===== src/rtl/time_set_ctrl.sv =====
// Set-mode controller for the HH:MM timekeeper: hour edit, minute edit, commit.
// Optional inactivity abort is built when TIME_SET_TIMEOUT_EN is defined.
module time_set_ctrl #(
    parameter int TIMEOUT_CYC = 30,
    parameter int TW          = 5
) (
    input  logic       clk_1,
    input  logic       rst_n,
    input  logic       btn_mode,
    input  logic       btn_up,
    input  logic       btn_down,
    input  logic [3:0] cur_h1,
    input  logic [3:0] cur_h2,
    input  logic [3:0] cur_m1,
    input  logic [3:0] cur_m2,
    output logic       set,
    output logic [1:0] field_sel,
    output logic [3:0] e_h1,
    output logic [3:0] e_h2,
    output logic [3:0] e_m1,
    output logic [3:0] e_m2,
    output logic       load,
    output logic       abort
);

    // state     | meaning
    // RUN       | normal timekeeping, edit copy idle
    // EDIT_HOUR | up/down step the hour field
    // EDIT_MIN  | up/down step the minute field
    // COMMIT    | one cycle, load strobe to the timekeeper
    typedef enum logic [1:0] {RUN, EDIT_HOUR, EDIT_MIN, COMMIT} state_t;

    state_t state;
    logic   mode_q, up_q, down_q;
    logic   mode_e, up_e, down_e, step_up, step_dn;
    logic   in_edit, accept, timeout;

    // 23 -> 00 wrap and any illegal value both land on 00
    function automatic logic [7:0] hour_inc(input logic [3:0] t, input logic [3:0] u);
        logic [7:0] r;
        if (t > 4'd2 || u > 4'd9 || (t == 4'd2 && u >= 4'd3)) r = 8'h00;
        else if (u == 4'd9)                                    r = {t + 4'd1, 4'd0};
        else                                                   r = {t, u + 4'd1};
        return r;
    endfunction

    function automatic logic [7:0] hour_dec(input logic [3:0] t, input logic [3:0] u);
        logic [7:0] r;
        if (t > 4'd2 || u > 4'd9 || (t == 4'd2 && u > 4'd3) || (t == 4'd0 && u == 4'd0))
            r = 8'h23;
        else if (u == 4'd0) r = {t - 4'd1, 4'd9};
        else                r = {t, u - 4'd1};
        return r;
    endfunction

    function automatic logic [7:0] min_inc(input logic [3:0] t, input logic [3:0] u);
        logic [7:0] r;
        if (t > 4'd5 || u > 4'd9 || (t == 4'd5 && u == 4'd9)) r = 8'h00;
        else if (u == 4'd9)                                    r = {t + 4'd1, 4'd0};
        else                                                   r = {t, u + 4'd1};
        return r;
    endfunction

    function automatic logic [7:0] min_dec(input logic [3:0] t, input logic [3:0] u);
        logic [7:0] r;
        if (t > 4'd5 || u > 4'd9 || (t == 4'd0 && u == 4'd0)) r = 8'h59;
        else if (u == 4'd0)                                    r = {t - 4'd1, 4'd9};
        else                                                   r = {t, u - 4'd1};
        return r;
    endfunction

    assign mode_e  = btn_mode & ~mode_q;
    assign up_e    = btn_up   & ~up_q;
    assign down_e  = btn_down & ~down_q;
    assign step_up = up_e & ~down_e;
    assign step_dn = down_e & ~up_e;
    assign in_edit = (state == EDIT_HOUR) || (state == EDIT_MIN);
    assign accept  = in_edit & (mode_e | step_up | step_dn);

`ifdef TIME_SET_TIMEOUT_EN
    // Down-counter reloaded on activity; reaching zero means TIMEOUT_CYC-1 idle cycles
    localparam logic [TW-1:0] IDLE_LOAD = TW'(TIMEOUT_CYC - 2);
    logic [TW-1:0] idle_cnt;

    always_ff @(posedge clk_1 or negedge rst_n) begin
        if (!rst_n) begin
            idle_cnt <= '0;
        end else if ((state == RUN && mode_e) || accept) begin
            idle_cnt <= IDLE_LOAD;
        end else if (in_edit && idle_cnt != '0) begin
            idle_cnt <= idle_cnt - 1'b1;
        end
    end

    assign timeout = in_edit & ~accept & (idle_cnt == '0);
`else
    // Timing parameters have no effect here; the expression is constant 0
    assign timeout = (TIMEOUT_CYC < 0) || (TW < 0);
`endif

    always_ff @(posedge clk_1 or negedge rst_n) begin
        if (!rst_n) begin
            state     <= RUN;
            mode_q    <= 1'b1;
            up_q      <= 1'b1;
            down_q    <= 1'b1;
            set       <= 1'b0;
            field_sel <= 2'd0;
            e_h1      <= 4'd0;
            e_h2      <= 4'd0;
            e_m1      <= 4'd0;
            e_m2      <= 4'd0;
            load      <= 1'b0;
            abort     <= 1'b0;
        end else begin
            mode_q <= btn_mode;
            up_q   <= btn_up;
            down_q <= btn_down;
            load   <= 1'b0;
            abort  <= 1'b0;
            case (state)
                RUN: begin
                    if (mode_e) begin
                        state     <= EDIT_HOUR;
                        set       <= 1'b1;
                        field_sel <= 2'd1;
                        e_h1      <= cur_h1;
                        e_h2      <= cur_h2;
                        e_m1      <= cur_m1;
                        e_m2      <= cur_m2;
                    end
                end
                EDIT_HOUR: begin
                    if (mode_e) begin
                        state     <= EDIT_MIN;
                        field_sel <= 2'd2;
                    end else if (step_up) begin
                        {e_h1, e_h2} <= hour_inc(e_h1, e_h2);
                    end else if (step_dn) begin
                        {e_h1, e_h2} <= hour_dec(e_h1, e_h2);
                    end else if (timeout) begin
                        state     <= RUN;
                        set       <= 1'b0;
                        field_sel <= 2'd0;
                        abort     <= 1'b1;
                    end
                end
                EDIT_MIN: begin
                    if (mode_e) begin
                        state     <= COMMIT;
                        field_sel <= 2'd0;
                        load      <= 1'b1;
                    end else if (step_up) begin
                        {e_m1, e_m2} <= min_inc(e_m1, e_m2);
                    end else if (step_dn) begin
                        {e_m1, e_m2} <= min_dec(e_m1, e_m2);
                    end else if (timeout) begin
                        state     <= RUN;
                        set       <= 1'b0;
                        field_sel <= 2'd0;
                        abort     <= 1'b1;
                    end
                end
                default: begin
                    state     <= RUN;
                    set       <= 1'b0;
                    field_sel <= 2'd0;
                end
            endcase
        end
    end

endmodule


===== config.mk =====
export PLATFORM = sky130hd
export DESIGN_NAME = time_set_ctrl
export DESIGN_NICKNAME = d
export VERILOG_FILES = /design/src/rtl/time_set_ctrl.sv
export SDC_FILE = /design/constraint.sdc
export NUM_CORES = 1
export LEC_CHECK = 0
export ABC_AREA = 0
export BUFFER_PORTS_ARGS = -buffer_cell sky130_fd_sc_hd__buf_2
export CAP_MARGIN = 20
export CORE_MARGIN = 4
export CORE_UTILIZATION = 35
export CTS_BUF_LIST = sky130_fd_sc_hd__clkbuf_2
export DETAILED_ROUTE_END_ITERATION = 16
export MAX_ROUTING_LAYER = met4
export PLACE_DENSITY_LB_ADDON = 0.25
export SETUP_SLACK_MARGIN = 0.02
export SLEW_MARGIN = 20
export SYNTH_ARGS = -nofsm -noshare
export SYNTH_HDL_FRONTEND = slang
export SYNTH_SLANG_ARGS = --single-unit

===== constraint.sdc =====
create_clock -name clk_1 -period 2.24 [get_ports clk_1]
set_input_delay 0.112 -clock clk_1 [delete_from_list [all_inputs] [get_ports clk_1]]
set_output_delay 0.112 -clock clk_1 [all_outputs]
set_load 0.02 [all_outputs]

After elaboration in Yosys (flattened, before gate mapping)
Cells that the tools add are included.
{"block": "word_totals", "inputBits": 21, "output_inout_bits": 21, "elab_cells": 117, "register_bits": 25}
{"block": "classes", "n_bitwise": 11, "mux": 38, "n_reduce_logical": 26, "addsub": 8, "order_cmp": 6, "eq_ne": 17}
{"op": "2-to-1 mux 4 bit", "n": 16}
{"op": "2-to-1 mux 8 bit", "n": 8}
{"op": "case mux 4 bit (2 select lines)", "n": 4}
{"op": "adder 4 x 1 -> 4 bit, second input constant", "n": 4}
{"op": "zero test 4 bit", "n": 4}
{"op": "!= test 4 x 2 -> 1 bit, second input constant", "n": 4}
{"op": "subtractor 4 x 1 -> 4 bit, second input constant", "n": 4}
{"op": "case mux 2 bit (3 select lines)", "n": 2}
{"op": "AND reduction 6 bit", "n": 2}
{"op": "!= test 2 bit, second input constant", "n": 5}
{"op": "== test 4 bit, second input constant", "n": 2}
{"op": "greater-than comparator 4 x 2 -> 1 bit, second input constant", "n": 2}
{"op": "greater-than comparator 4 bit, second input constant", "n": 2}
{"op": "2-to-1 mux 2 bit", "n": 4}
{"op": "AND reduction 4 bit", "n": 2}
{"op": "logical OR 1 bit", "n": 7}
{"op": "!= test 3 bit, second input constant", "n": 2}
{"op": "NOT 1 bit", "n": 6}
{"op": "AND 1 bit", "n": 5}
{"op": "logical AND 1 bit", "n": 5}
{"op": "== test 4 x 2 -> 1 bit, second input constant", "n": 1}
{"op": "== test 4 x 3 -> 1 bit, second input constant", "n": 1}
{"op": "greater-or-equal comparator 4 x 2 -> 1 bit, second input constant", "n": 1}
{"op": "greater-than comparator 4 x 3 -> 1 bit, second input constant", "n": 1}
{"op": "other kinds (9)", "n": 12}

Depth between registers and ports, before layout
{"block": "depth", "ltp_word": 9, "depth_mapped": 8, "mapped_depth_nobuf": 7}

Least setup slack after synthesis
OpenSTA, ideal clock, no wires.
{"block": "synth_path", "path_kind": "reg2reg", "from": "reg down_q", "to": "reg e_h1[0]", "path_slack_ns": 0.229, "setup_time_ns": 0.125, "period_less_slack_ns": 2.011, "t_arrival_ns": 1.886, "n_path_buf": 1, "required_time_ns": 2.115, "stages_incl_launch_ff": 9, "path_cell_list": "dfstp_2 nand2b_1 ha_1 nor2b_1 and2_1 clkbuf_1 a32o_1 a21oi_4 mux2_4"}
{"block": "synth_via", "elab_chain_len": 7, "elab_cells_between_ends": 12, "classes_between": "eq/ne: 3; mux: 3; bitwise: 5; reduce/logical: 1"}
{"item": "start: declaration", "line": "34", "source": "logic mode_q, up_q, down_q;"}
{"item": "start signal: assignment", "line": "118", "source": "down_q <= btn_down;"}
{"item": "NOT 1 bit (*)", "line": "74", "source": "assign down_e = btn_down & ~down_q;"}
{"item": "AND 1 bit (*)", "line": "74"}
{"item": "NOT 1 bit", "line": "75", "source": "assign step_up = up_e & ~down_e;"}
{"item": "AND 1 bit", "line": "75"}
{"item": "2-to-1 mux 4 bit", "line": "137", "source": "end else if (step_up) begin"}
{"item": "2-to-1 mux 4 bit", "line": "134", "source": "if (mode_e) begin"}
{"item": "case mux 4 bit (2 select lines)", "line": "121", "source": "case (state)"}
{"item": "end signal: assignment", "line": "127", "source": "e_h1 <= cur_h1;"}
{"item": "end signal: assignment", "line": "138", "source": "{e_h1, e_h2} <= hour_inc(e_h1, e_h2);"}
{"item": "end signal: assignment", "line": "140", "source": "{e_h1, e_h2} <= hour_dec(e_h1, e_h2);"}
{"item": "end: declaration", "line": "18", "source": "output logic [3:0] e_h1,"}
Every way passes the cells marked *; elsewhere a longest branch is shown, timed or not. The select of a mux whose other input is x is not followed.
A chain may end at the register's enable or synchronous reset.

Worst setup path after layout
{"block": "layout_path", "from": "reg down_q", "to": "reg e_h1[3]"}
The elaborated chain is that of the path after synthesis.

==> key figures <==
Critical path
  – Largest stage delay, worst path: 0.57 ns
  – Critical Path AT: 2.34 ns
  – Crit-path slowest cell: dfstp_2
  – R2R cell count: 6
  – Setup crit start: down_q$_DFF_PN1_
  – CP Capture Point: e_h1[3]$_DFFE_PN0P_
  – CP Data Required Time: 2.51 ns
  – Worst R2R Setup Slack: 0.17 ns
  – Peak fanout along the critical path: 6
  – Crit Reg-Reg Endpoint: e_h1[3]$_DFFE_PN0P_
  – Crit Reg-Reg Startpoint: down_q$_DFF_PN1_
  – Worst Setup End Kind: flop
  – Crit path cell chain: nand2b_1, ha_2, nor2_1, a31oi_2, a21oi_4, mux2_4
  – WS Path Type: reg2reg
  – CP startpoint kind: flop

Power
  – Switching share of power: 0.517
  – Sw Pwr: 1740 uW
  – Reg power frac: 0.262
  – Combinational Power Share: 0.681
  – Leakage: 0.00109 uW
  – Int Pwr: 1630 uW
  – VDD IR max: 0.584 mV
  – Pwr Density: 1350 nW/um2
  – Clock power frac: 0.057

Global route
  – Largest net degree at the start of global routing: 26
  – GRT Residual Overflow: 0
  – Vias in the first global route: 1921
  – GR Util All Layers: 0.158
  – First-pass GRT wire length: 9260 um
  – Initial antenna violation count: 0

Floorplanning
  – Initial Util: 0.365
  – I/O pins: 42
  – Core area: 5570 um2
  – Die area: 7100 um2
  – DIE HEIGHT: 84.3 um
  – Row Count: 27
  – Die X: 84.3 um

Place
  – Placed insts: 354
  – Input/output buffers: 40
  – DP Wirelength: 4120 um
  – Final GP Congestion: 0.964

Logic synthesis
  – Syn Std Cell Area: 2040 um2
  – Mean Syn Cell Area: 8.48 um2
  – Most used DFF post-synth: dfrtp_1
  – Syn. warnings: 0
  – Async SR Flop Fraction: 1.00
  – Syn Nets: 273
  – Sequential share of the synthesized area: 0.309
  – Flops & latches, synth: 25
  – Yosys top cell area share: 0.270
  – Most frequent cell after synthesis: dfrtp_1
  – Cell taking the most area after synthesis: dfrtp_1
  – Post-Syn Instances: 240
  – Yosys cell types: 55
  – Post-synth EDFFs: 0
  – Synth area leaders: dfrtp_1 (27%), ha_1 (7.4%), o21ai_0 (4.2%)
  – Post-synth top cells: dfrtp_1 (22), nor2_1 (17), o21ai_0 (17)

STA
  – Fmax: 483 MHz
  – Slew Viols, Final: 0
  – TNS Setup: 0 ns
  – Final Hold Violating Endpoints: 0
  – RSZ-0062 raised after global routing: false
  – Worst-margin pin slew: 0.585 ns
  – Relative slew slack: 0.610
  – Minimum clock period after layout: 2.07 ns
  – Final worst-path cycle share: 0.924
  – Final setup violation count: 0
  – Clock skew: 0.0158 ns

Final layout
  – Nets: 327
  – Share of cells above drive strength 1: 0.266
  – Inserted Diodes: 0
  – Layout area overhead: 22.4%
  – Fin cells: 365
  – Core Util, Final: 0.447

Clock tree
  – Post-CTS Setup Inserts: 0
  – CTS root buffer: clkbuf_2
  – H-Tree Depth: 1
  – Clock transition at path regs: 0.25 ns
  – Clk Latency, worst-skew pair: 0.36 ns
  – Number of CTS-inserted buffers: 3
  – Clock Sink Count: 25
  – TritonCTS clock tree: built
  – Clock Tree Buf Depth: 2

Detailed routing
  – Wire length per cell: 15.0 um
  – Iteration-0 DRC count of the detailed router: 205
  – Final ANT Viol Nets: 0
  – Drt pass-1 iters: 4
  – Vias: 2005
  – Remaining DRCs: 0
  – Total Routed Length: 5480 um
  – Via density: 5.49

Job
  – Number of max-cap violations: 0

Hold path
  – Worst hold path class: in2reg

Outcome
  – Run status: finished, final reports clean
-- power groups by stage --
stage	registers, uW	logic [uW]	clock network [uW]
final	883	2290	190
after detailed placement	891	2250	0
after CTS	882	2270	202
after global placement	885	2250	0
after floorplan	1030	1410	0
after global routing	918	2530	217
-- through the flow --
stage	total power (uW)	instance area, um2	hold slack, ns	worst slack [ns]
final	3370	2490	0.0226	0.170
after detailed placement	3140	2380	0.150	0.189
after global routing	3660	2490	0.0400	0.0216
after global placement	3130	2380	0.149	0.216
after floorplan	2440	2040	-0.184	0.229
after CTS	3350	2470	0.00166	0.128
-- critical path, delay by kind of cell (launching register included) --
kind                     cells  cell delay, ns
flip-flops                   1            0.57
AND/OR/NAND/NOR              2            0.35
multiplexers                 1            0.32
AO/OA/AOI/OAI                2            0.49
adder cells (fa/ha/maj)      1            0.26
-- how the worst min path moves through the flow --
stage / endpoint / depth (start not counted) / startpoint / slack [ns]
floorplan: e_h1[0]$_DFFE_PN0P_ / 0 / rst_n / -0.18
global placement: set$_DFFE_PN0P_ / 1 / rst_n / 0.15
detailed placement: set$_DFFE_PN0P_ / 1 / rst_n / 0.15
CTS: e_m1[1]$_DFFE_PN0P_ / 3 / cur_m1[1] / 0.002
global route: e_m1[3]$_DFFE_PN0P_ / 4 / cur_m1[3] / 0.04
finish: e_m1[1]$_DFFE_PN0P_ / 3 / cur_m1[1] / 0.02
-- layer usage --
layer | up-vias | routed length, um | GRT usage
li1 | 996 | - | -
met1 | 948 | 2740 | 0.227
met2 | 59 | 2440 | 0.236
met3 | 2 | 296 | 0.0324
met4 | 0 | 14 | 0.0205
met5 | - | 0 | -
-- state kept, by name, summed over array words and instances (netlist names) --
name,count
mode_q,1
load,1
state,2
e_m2,4
e_h1,4
e_h2,4
down_q,1
set,1
up_q,1
e_m1,4
field_sel,2
-- layout make-up --
| type | count | area, um2 |
|---|---|---|
| Clock buffer | 4 | 20.0 |
| Fill cell | 577 | 3080 |
| Inverter | 15 | 56.3 |
| Multi-Input combinational cell | 187 | 1310 |
| Sequential cell | 25 | 629 |
| Tap cell | 72 | 90.1 |
| Timing Repair Buffer | 62 | 383 |
-- cell families (layout without fill, tap and decap cells) --
group | Yosys count | after routing | share of synthesized area
compound gates | 85 | 85 | 0.282
xor+xnor | 6 | 6 | 0.0258
fa+ha+maj | 12 | 12 | 0.0738
buf+inv | 28 | 81 | 0.0559
flops | 25 | 25 | 0.309
mux | 5 | 5 | 0.0332
other cells | 1 | 1 | 0.00184
simple gates | 78 | 78 | 0.219
-- what timing repair did --
| action | CTS | global route |
|---|---|---|
| hold endpoints to repair | 28 | 0 |
| hold buffers | 7 | 0 |
| setup endpoints to repair | 0 | 3 |
| resized for setup | 0 | 5 |
-- placed cells by master, fill, tap and decap left out, drive strengths merged, types with 5 or more instances in the layout --
cell type    instances
buf                 55
o21ai               27
dfrtp               22
nor2                17
inv                 15
a21oi               13
ha                  12
nand2               11
nor2b                8
nand3                8
dlygate4sd3          7
nor3                 6
a31oi                6
a211oi               6
mux2                 5
(Power assumes the default switching activity.)
